$ cat src/rtl/edge_timestamp_fifo.sv
// edge_timestamp_fifo
// Stamps rising/falling edge pulses with a coarse free-running counter and
// queues the resulting records in a small FIFO with a registered head.
//
// Ports
//   iClk       clock, all state changes on the rising edge
//   iRst       synchronous active-high reset
//   enable     run enable for the counter and event capture
//   iRise      one-cycle rising-edge pulse
//   iFall      one-cycle falling-edge pulse
//   oData      head record {edge type (1 = rise), timestamp}
//   oValid     oData holds a valid record
//   iReady     consumer accepts the head record
//   oOverflow  sticky: at least one event was dropped
//   oConflict  sticky: rise and fall seen in the same enabled cycle
//   oDropCnt   saturating count of dropped events
module edge_timestamp_fifo #(
    parameter int COUNT_W = 16,
    parameter int DEPTH   = 8
) (
    input  logic               iClk,
    input  logic               iRst,
    input  logic               enable,
    input  logic               iRise,
    input  logic               iFall,
    output logic [COUNT_W:0]   oData,
    output logic               oValid,
    input  logic               iReady,
    output logic               oOverflow,
    output logic               oConflict,
    output logic [7:0]         oDropCnt
);

    localparam int PTR_W = $clog2(DEPTH);
    localparam int FILL_W = PTR_W + 1;

    logic [COUNT_W-1:0] counter_r;
    logic [COUNT_W:0]   mem_r [DEPTH];
    logic [PTR_W-1:0]   wrPtr_r;
    logic [PTR_W-1:0]   rdPtr_r;
    logic [PTR_W-1:0]   rdNext_s;
    logic [FILL_W-1:0]  fill_r;
    logic [FILL_W-1:0]  fillNext_s;
    logic               event_s;
    logic               full_s;
    logic               pop_s;
    logic               push_s;
    logic               drop_s;
    logic               headFromIn_s;
    logic [COUNT_W:0]   evtRec_s;
    logic [COUNT_W:0]   headNext_s;
    logic [COUNT_W:0]   data_r;
    logic               valid_r;
    logic               overflow_r;
    logic               conflict_r;
    logic [7:0]         dropCnt_r;

    // Event qualification, push/pop decisions and next head record.
    always_comb begin
        event_s      = 1'b0;
        evtRec_s     = '0;
        full_s       = 1'b0;
        pop_s        = 1'b0;
        push_s       = 1'b0;
        drop_s       = 1'b0;
        rdNext_s     = rdPtr_r;
        fillNext_s   = fill_r;
        headFromIn_s = 1'b0;
        headNext_s   = '0;

        event_s  = enable & (iRise | iFall);
        // Rise wins when both pulses arrive together.
        evtRec_s = {iRise, counter_r};
        full_s   = (fill_r == FILL_W'(DEPTH));
        pop_s    = valid_r & iReady;
        push_s   = event_s & (~full_s | pop_s);
        drop_s   = event_s & full_s & ~pop_s;

        if (pop_s) begin
            rdNext_s = rdPtr_r + PTR_W'(1);
        end else begin
            rdNext_s = rdPtr_r;
        end

        case ({push_s, pop_s})
            2'b10:   fillNext_s = fill_r + FILL_W'(1);
            2'b01:   fillNext_s = fill_r - FILL_W'(1);
            default: fillNext_s = fill_r;
        endcase

        // The incoming record becomes the head only if nothing else remains
        // after this cycle's pop; it is not yet in memory, so take it directly.
        if (pop_s) begin
            headFromIn_s = push_s & (fill_r == FILL_W'(1));
        end else begin
            headFromIn_s = push_s & (fill_r == FILL_W'(0));
        end

        if (headFromIn_s) begin
            headNext_s = evtRec_s;
        end else begin
            headNext_s = mem_r[rdNext_s];
        end
    end

    // Record storage; contents are meaningless until referenced by the fill count.
    always_ff @(posedge iClk) begin
        if (!iRst && push_s) begin
            mem_r[wrPtr_r] <= evtRec_s;
        end
    end

    // Counter, pointers, registered head and status flags.
    always_ff @(posedge iClk) begin
        if (iRst) begin
            counter_r  <= '0;
            wrPtr_r    <= '0;
            rdPtr_r    <= '0;
            fill_r     <= '0;
            data_r     <= '0;
            valid_r    <= 1'b0;
            overflow_r <= 1'b0;
            conflict_r <= 1'b0;
            dropCnt_r  <= 8'd0;
        end else begin
            if (enable) begin
                counter_r <= counter_r + COUNT_W'(1);
            end
            if (push_s) begin
                wrPtr_r <= wrPtr_r + PTR_W'(1);
            end
            rdPtr_r <= rdNext_s;
            fill_r  <= fillNext_s;
            valid_r <= (fillNext_s != FILL_W'(0));
            // Head holds its last value once the FIFO runs dry.
            if (fillNext_s != FILL_W'(0)) begin
                data_r <= headNext_s;
            end
            if (drop_s) begin
                overflow_r <= 1'b1;
                if (dropCnt_r != 8'hFF) begin
                    dropCnt_r <= dropCnt_r + 8'd1;
                end
            end
            if (enable && iRise && iFall) begin
                conflict_r <= 1'b1;
            end
        end
    end

    assign oData     = data_r;
    assign oValid    = valid_r;
    assign oOverflow = overflow_r;
    assign oConflict = conflict_r;
    assign oDropCnt  = dropCnt_r;

endmodule
$ cat config.mk
export PLATFORM = sky130hd
export DESIGN_NAME = edge_timestamp_fifo
export DESIGN_NICKNAME = d
export VERILOG_FILES = /design/src/rtl/edge_timestamp_fifo.sv
export SDC_FILE = /design/constraint.sdc
export NUM_CORES = 1
export LEC_CHECK = 0
export CORE_ASPECT_RATIO = 0.7
export CORE_MARGIN = 3
export CORE_UTILIZATION = 52
export CTS_BUF_LIST = sky130_fd_sc_hd__clkbuf_4 sky130_fd_sc_hd__clkbuf_8 sky130_fd_sc_hd__clkbuf_16
export CTS_CLUSTER_SIZE = 14
export DETAILED_ROUTE_END_ITERATION = 6
export DONT_BUFFER_PORTS = 1
export GPL_TIMING_DRIVEN = 0
export PLACE_DENSITY = 0.64
export SLEW_MARGIN = 20
export SYNTH_ARGS = -nofsm -noshare
export SYNTH_HDL_FRONTEND = slang
export SYNTH_SLANG_ARGS = --single-unit
$ cat constraint.sdc
create_clock -name iClk -period 8.9 [get_ports iClk]
set_input_delay 1.78 -clock iClk [delete_from_list [all_inputs] [get_ports iClk]]
set_output_delay 1.78 -clock iClk [all_outputs]
set_load 0.01 [all_outputs]
======== Yosys cells after proc, flatten, opt, wreduce, memory -nomap -nowiden ========
Memory sizes are Yosys's and may differ from the RTL's.
Index checks and enable logic that the tools add are counted.
operators by class
  $add $sub $neg .......................... 6
  equal/unequal tests ..................... 5
  mux-type cells .......................... 6
  bitwise gates (word level) .............. 11
  reductions and logical operators ........ 7
operators by type and width
  kind                     count
  $mux W17                 1
  $add A16 B1 Y16 const B  1
  $add A8 B1 Y8 const B    1
  $ne A8 B8 Y1 const B     1
  $pmux W4 S2              1
  $and A1 B1 Y1            7
  $add A3 B1 Y3 const B    2
  $add A4 B1 Y4 const B    1
  $eq A4 B1 Y1 const B     1
  $eq A4 B4 Y1 const B     1
  $logic_not A4 Y1         1
  $reduce_bool A4 Y1       1
  $sub A4 B1 Y4 const B    1
  $logic_and A1 B1 Y1      3
  $mux W1                  3
  $mux W3                  1
  $eq A2 B1 Y1 const B     1
  $eq A2 B2 Y1 const B     1
  $not A1 Y1               2
  $or A1 B1 Y1             2
  $reduce_and A2 Y1        1
  $logic_not A1 Y1         1
storage, ports and cells
  register bits ........................... 54
  memory bits (writable) .................. 136
  bits of input ports ..................... 6
  output and inout port bits .............. 28
  word-level logic and storage cells ...... 45
  memories ................................ 1
memory list
  name   words  width  read ports  clocked after memory_dff  wr ports  RTL line  RTL
  mem_r  8      17     1           0                         1         38        logic [COUNT_W:0] mem_r [DEPTH];

======== Depth between registers and ports, before layout ========
  word-level depth ........................ 7
  depth in mapped cells ................... 14
  depth with buffers taken out ............ 10

======== Least setup slack after synthesis ========
Ideal clock, no wire load.
  kind .................................... input to register
  start ................................... in iReady
  end ..................................... mem mem_r[0][0] (netlist name) (enable)
  setup time .............................. 0.441 ns
  arrival time ............................ 4.694 ns
  required time ........................... 8.459 ns
  path slack .............................. 3.765 ns
  stages on the path ...................... 7
  buffers on the path ..................... 2
  cells stage by stage .................... buf_2 and2_4 buf_6 inv_1 a41oi_1 inv_1 nor4b_1
between the ends
  longest elaborated chain between the ends .. 6
ends and longest elaborated chain
  what                           RTL line  RTL
  start: declaration             28        input logic iReady,
  $and A1 B1 Y1                  75        pop_s = valid_r & iReady;
  $or A1 B1 Y1                   76        push_s = event_s & (~full_s | pop_s);
  $and A1 B1 Y1                  76
  $logic_and A1 B1 Y1            108       if (!iRst && push_s) begin
  $mux W1                        108
  $mux W1 (not written as such)  109       mem_r[wrPtr_r] <= evtRec_s;
  end: declaration               38
No other way between the ends.

======== Final worst setup path ========
  start ................................... in enable
  end ..................................... reg data_r[7] (netlist: oData[7])
between the ends
  longest elaborated chain between the ends .. 5
  elaborated cells between the ends (all ways) .. 10
  those cells by class .................... eq/ne (2); mux (3); bitwise (4); reduce/logical (1)
ends and longest elaborated chain
  what                                                   RTL line  RTL
  start: declaration                                     23        input logic enable,
  $and A1 B1 Y1 (*)                                      71        event_s = enable & (iRise | iFall);
  $and A1 B1 Y1 (*)                                      76
  $eq A2 B1 Y1 (tied with other cells)                   85        case ({push_s, pop_s})
  $pmux W4 S2 / $mux W1 (equally long branches)          85, 93
  $reduce_bool A4 Y1 / $mux W17 (equally long branches)  136, 99
  end signal: assignment                                 137       data_r <= headNext_s;
  end: declaration                                       52        logic [COUNT_W:0] data_r;
Every way passes the cells marked *; elsewhere a longest branch is shown, timed or not.
A chain may end at the register's enable or synchronous reset.

==> results_tabular.tex <==
\begin{tabular}{lr}
\hline
Metric & Value \\
\hline
\multicolumn{2}{l}{\textbf{Synthesis}} \\
\quad Portion of synthesized cell area occupied by the leading cell type & 0.459 \\
\quad Most used standard cells in the synthesized netlist & 136 x edfxtp\_1, 135 x mux2i\_1, 66 x o22ai\_1, 54 x dfxtp\_1, 41 x nor3\_1 \\
\quad Count of unique library cells instantiated by Yosys & 50 \\
\quad Cell count after synthesis & 721 \\
\quad Cell type with the highest aggregate area in the netlist & edfxtp\_1 \\
\quad Cell with the most instances after synthesis & edfxtp\_1 \\
\quad Leading cell types by total area after synthesis & edfxtp\_1 46\%, mux2i\_1 15\%, dfxtp\_1 12\% \\
\quad Top flip-flop cell by instance count after synthesis & edfxtp\_1 \\
\quad Number of enable flip-flop cells after synthesis & 136 \\
\quad Yosys warning count & 0 \\
\quad Total standard cell area after synthesis & 0.00890 mm2 \\
\quad Async set-or-reset flop fraction in the synthesized netlist & 0 \\
\quad Net count after synthesis & 737 \\
\quad Number of register bits inferred by synthesis & 190 \\
\quad Sequential element share of the synthesized area & 0.580 \\
\quad Synthesized area divided by synthesized cell count & 12.3 um2 \\
\multicolumn{2}{l}{\textbf{Pwr}} \\
\quad Ratio of total power to cell area & 194 mW/mm2 \\
\quad Leak pwr & 3.16 nW \\
\quad Proportion of total power due to net switching & 0.254 \\
\quad Total power & 0.00192 W \\
\quad Power share of the combinational group & 0.103 \\
\quad Share of power burned in the clock network & 0.379 \\
\quad Maximum VDD drop & 142 uV \\
\quad Internal power contribution & 0.00144 W \\
\quad Portion of total power attributed to sequential cells & 0.519 \\
\quad Power spent charging and discharging nets & 0.000488 W \\
\multicolumn{2}{l}{\textbf{Clock tree}} \\
\quad Total of hold buffers inserted after clock tree synthesis & 0 \\
\quad \# clock sinks & 190 \\
\quad Clock edge transition at the registers on the reported setup and hold paths & 70 ps \\
\quad Root Buffer Master & clkbuf\_16 \\
\quad CTS tree & yes \\
\quad Htree depth & 4 \\
\quad Number of buffers added by the clock tree synthesis step & 17 \\
\quad Longest Clk Path Bufs & 2 \\
\quad Worst-skew pair later-pin latency & 430 ps \\
\quad Buffers inserted by post-CTS timing repair & 0 \\
\quad \# resized after CTS & 0 \\
\multicolumn{2}{l}{\textbf{Floorplan}} \\
\quad \# IOs & 34 \\
\quad Vert. Die Dim & 115 um \\
\quad Core Box Area & 0.0165 mm2 \\
\quad Die Wd & 162 um \\
\quad Initial core utilization & 0.538 \\
\quad Total Die Area & 0.0188 mm2 \\
\quad Number of cell rows & 39 \\
\multicolumn{2}{l}{\textbf{Timing}} \\
\quad Final Max Slew Viols & 0 \\
\quad Final critical delay including setup and external delays & 5150 ps \\
\quad Worst hold margin & 500 ps \\
\quad Max-slew headroom at the worst pin & 0.276 \\
\quad RSZ-0062 raised after global routing & false \\
\quad FMAX & 0.194 GHz \\
\quad Final worst-path cycle share & 0.578 \\
\quad Total of endpoints with negative setup slack in the final report & 0 \\
\quad Measured slew at the worst slew-check pin & 1080 ps \\
\quad Number of hold violations in the final report & 0 \\
\quad Total negative slack for setup checks & 0 ps \\
\quad Max Clock Skew & 11.8 ps \\
\multicolumn{2}{l}{\textbf{Critical path}} \\
\quad Worst setup startpoint & enable \\
\quad Setup crit start kind & input port \\
\quad Capturing element type of the critical path & flip-flop \\
\quad Crit-path max FO & 10 \\
\quad Path type of the worst setup path & in2reg \\
\quad Critical Path AT & 5510 ps \\
\quad Startpoint of the most critical register-to-register path & fill\_r[0]\$\_SDFF\_PP0\_ \\
\quad Critical path required time & 9260 ps \\
\multicolumn{2}{l}{\textbf{Routing}} \\
\quad Routed length per instance & 23.9 um \\
\quad Detailed Route Iter0 Violations & 712 \\
\quad Met3 wire length & 1.98 mm \\
\quad Detail Route met2 WL & 10.5 mm \\
\quad DR vias/cell & 6.32 \\
\quad Total vias in the final route & 6,291 \\
\quad Pre-antenna DRT Iters & 5 \\
\quad Remaining DRCs & 0 \\
\quad Number of nets still failing antenna checks after routing & 0 \\
\quad Top Metal Used & met4 \\
\quad Met1 Routed Length & 10.8 mm \\
\quad Total routed wirelength & 23.8 mm \\
\multicolumn{2}{l}{\textbf{Finish}} \\
\quad Multi-input combinational cell area & 0.00350 mm2 \\
\quad Share of layout cells above drive strength 1 & 0.113 \\
\quad Fin cells & 996 \\
\quad Number of filler instances in the final layout & 1,294 \\
\quad Register Area & 0.00516 mm2 \\
\quad Antenna fix cells & 0 \\
\quad Layout Nets & 774 \\
\quad Synthesis-to-layout area growth & 11.5\% \\
\multicolumn{2}{l}{\textbf{Global routing}} \\
\quad Global-route wire length before repair & 35.0 mm \\
\quad Pin count of the biggest net entering global routing & 18 \\
\quad Vias in the first global route & 5,958 \\
\quad GRT Util Overall & 0.256 \\
\quad Initial antenna violation count & 0 \\
\quad Total global routing overflow & 0 \\
\multicolumn{2}{l}{\textbf{Place}} \\
\quad Placed cell count & 964 \\
\quad HPWL Detailed & 16.9 mm \\
\quad I/O Buffers & 0 \\
\quad Final Wtd Congestion & 0.853 \\
\multicolumn{2}{l}{\textbf{Run status}} \\
\quad Result of the run & finished, final reports clean \\
\multicolumn{2}{l}{\textbf{Flow run}} \\
\quad Max-cap violation count & 0 \\
\multicolumn{2}{l}{\textbf{Worst hold path}} \\
\quad Type of the most critical hold path & reg2reg \\
\quad Worst hold start & oOverflow\$\_SDFFE\_PP0P\_ \\
\hline
\end{tabular}
cells by family after synthesis:
| group | after synthesis | synth area share |
|---|---|---|
| compound gates | 139 | 0.107 |
| xor+xnor | 26 | 0.0256 |
| fa+ha+maj | 10 | 0.0141 |
| buf+inv | 63 | 0.0315 |
| flops | 190 | 0.580 |
| mux | 137 | 0.157 |
| simple gates | 156 | 0.0845 |
layout by cell type (no fill, tap or decap), types with 3 or more instances in the layout:
| cell | Yosys | layout |
|---|---|---|
| buf_6 | 3 | 6 |
| buf_2 | 17 | 26 |
| o31a_1 | 17 | 17 |
| ha_1 | 10 | 10 |
| nand2_1 | 36 | 36 |
| a21oi_1 | 23 | 23 |
| inv_1 | 8 | 8 |
| clkbuf_16 | 0 | 18 |
| and3_1 | 4 | 4 |
| o22ai_1 | 66 | 66 |
| nor3_1 | 41 | 39 |
| buf_1 | 7 | 7 |
| nand4_1 | 7 | 7 |
| o41ai_1 | 16 | 16 |
| nor4b_2 | 1 | 3 |
| and2_1 | 3 | 3 |
| clkinv_4 | 0 | 3 |
| xor2_1 | 12 | 12 |
| dfxtp_1 | 54 | 54 |
| o21ai_0 | 3 | 3 |
| nand3_1 | 9 | 9 |
| xnor2_1 | 14 | 14 |
| mux2i_1 | 135 | 135 |
| buf_4 | 0 | 5 |
| nor2_1 | 40 | 38 |
| clkbuf_1 | 26 | 26 |
| clkinv_2 | 0 | 4 |
| edfxtp_1 | 136 | 136 |
per-layer routing:
metal  GRT usage  vias up
met2       0.388      271
met5           0        -
met3      0.0547       41
li1            -     2865
met1       0.365     3114
met4       0.100        0
critical path, stage by stage:
cell	delay, ps
clkbuf_1	330
o21ai_1	280
a41oi_1	550
inv_1	300
ha_1	340
clkbuf_1	210
or3_1	380
o21ai_0	100
clkbuf_1	420
clkbuf_1	490
o41ai_1	160
a21oi_1	170
through the flow:
step	utilization	setup WS (ps)	cell area, um2
after floorplan	-	3760	8900
after global placement	0.555	1710	9180
after detailed placement	0.566	3370	9360
after CTS	0.600	3800	9920
after global routing	0.600	3460	9920
final	0.600	3750	9920
layout make-up:
class,count,area share
clock inverters,11,0.00820
flip-flops and latches,190,0.521
clock buffers,21,0.0489
plain buffers,53,0.0245
multi-input cells,468,0.352
well taps,225,0.0284
inverters,10,0.00378
repair buffers,18,0.0132
sequential cells by signal, summed over array words and instances (netlist names), 3 cells and up:
register and cells:
oData 17, mem_r 136, wrPtr_r 3, oDropCnt 8
fill_r 4, rdPtr_r 3, counter_r 16
power by group through the flow:
stage	logic, W	clock network [W]	registers, W
2_1_floorplan	0.000141	0	0.00101
3_3_place_gp	0.000184	0	0.00102
3_5_place_dp	0.000193	0	0.00102
4_1_cts	0.000194	0.000733	0.000998
5_1_grt	0.000210	0.000770	0.00100
6_report	0.000197	0.000729	0.000998
path summary, 6_finish.rpt:
check / slack [ps] / depth (start not counted) / end
worst max register to register: 4770 / 12 / oData[7]$_SDFFE_PP0P_
worst min-delay path: 500 / 2 / oOverflow$_SDFFE_PP0P_
worst min register to register: 500 / 2 / oOverflow$_SDFFE_PP0P_
worst max-delay path: 3750 / 12 / oData[7]$_SDFFE_PP0P_
Note: power is estimated with default switching activity, not from simulation.
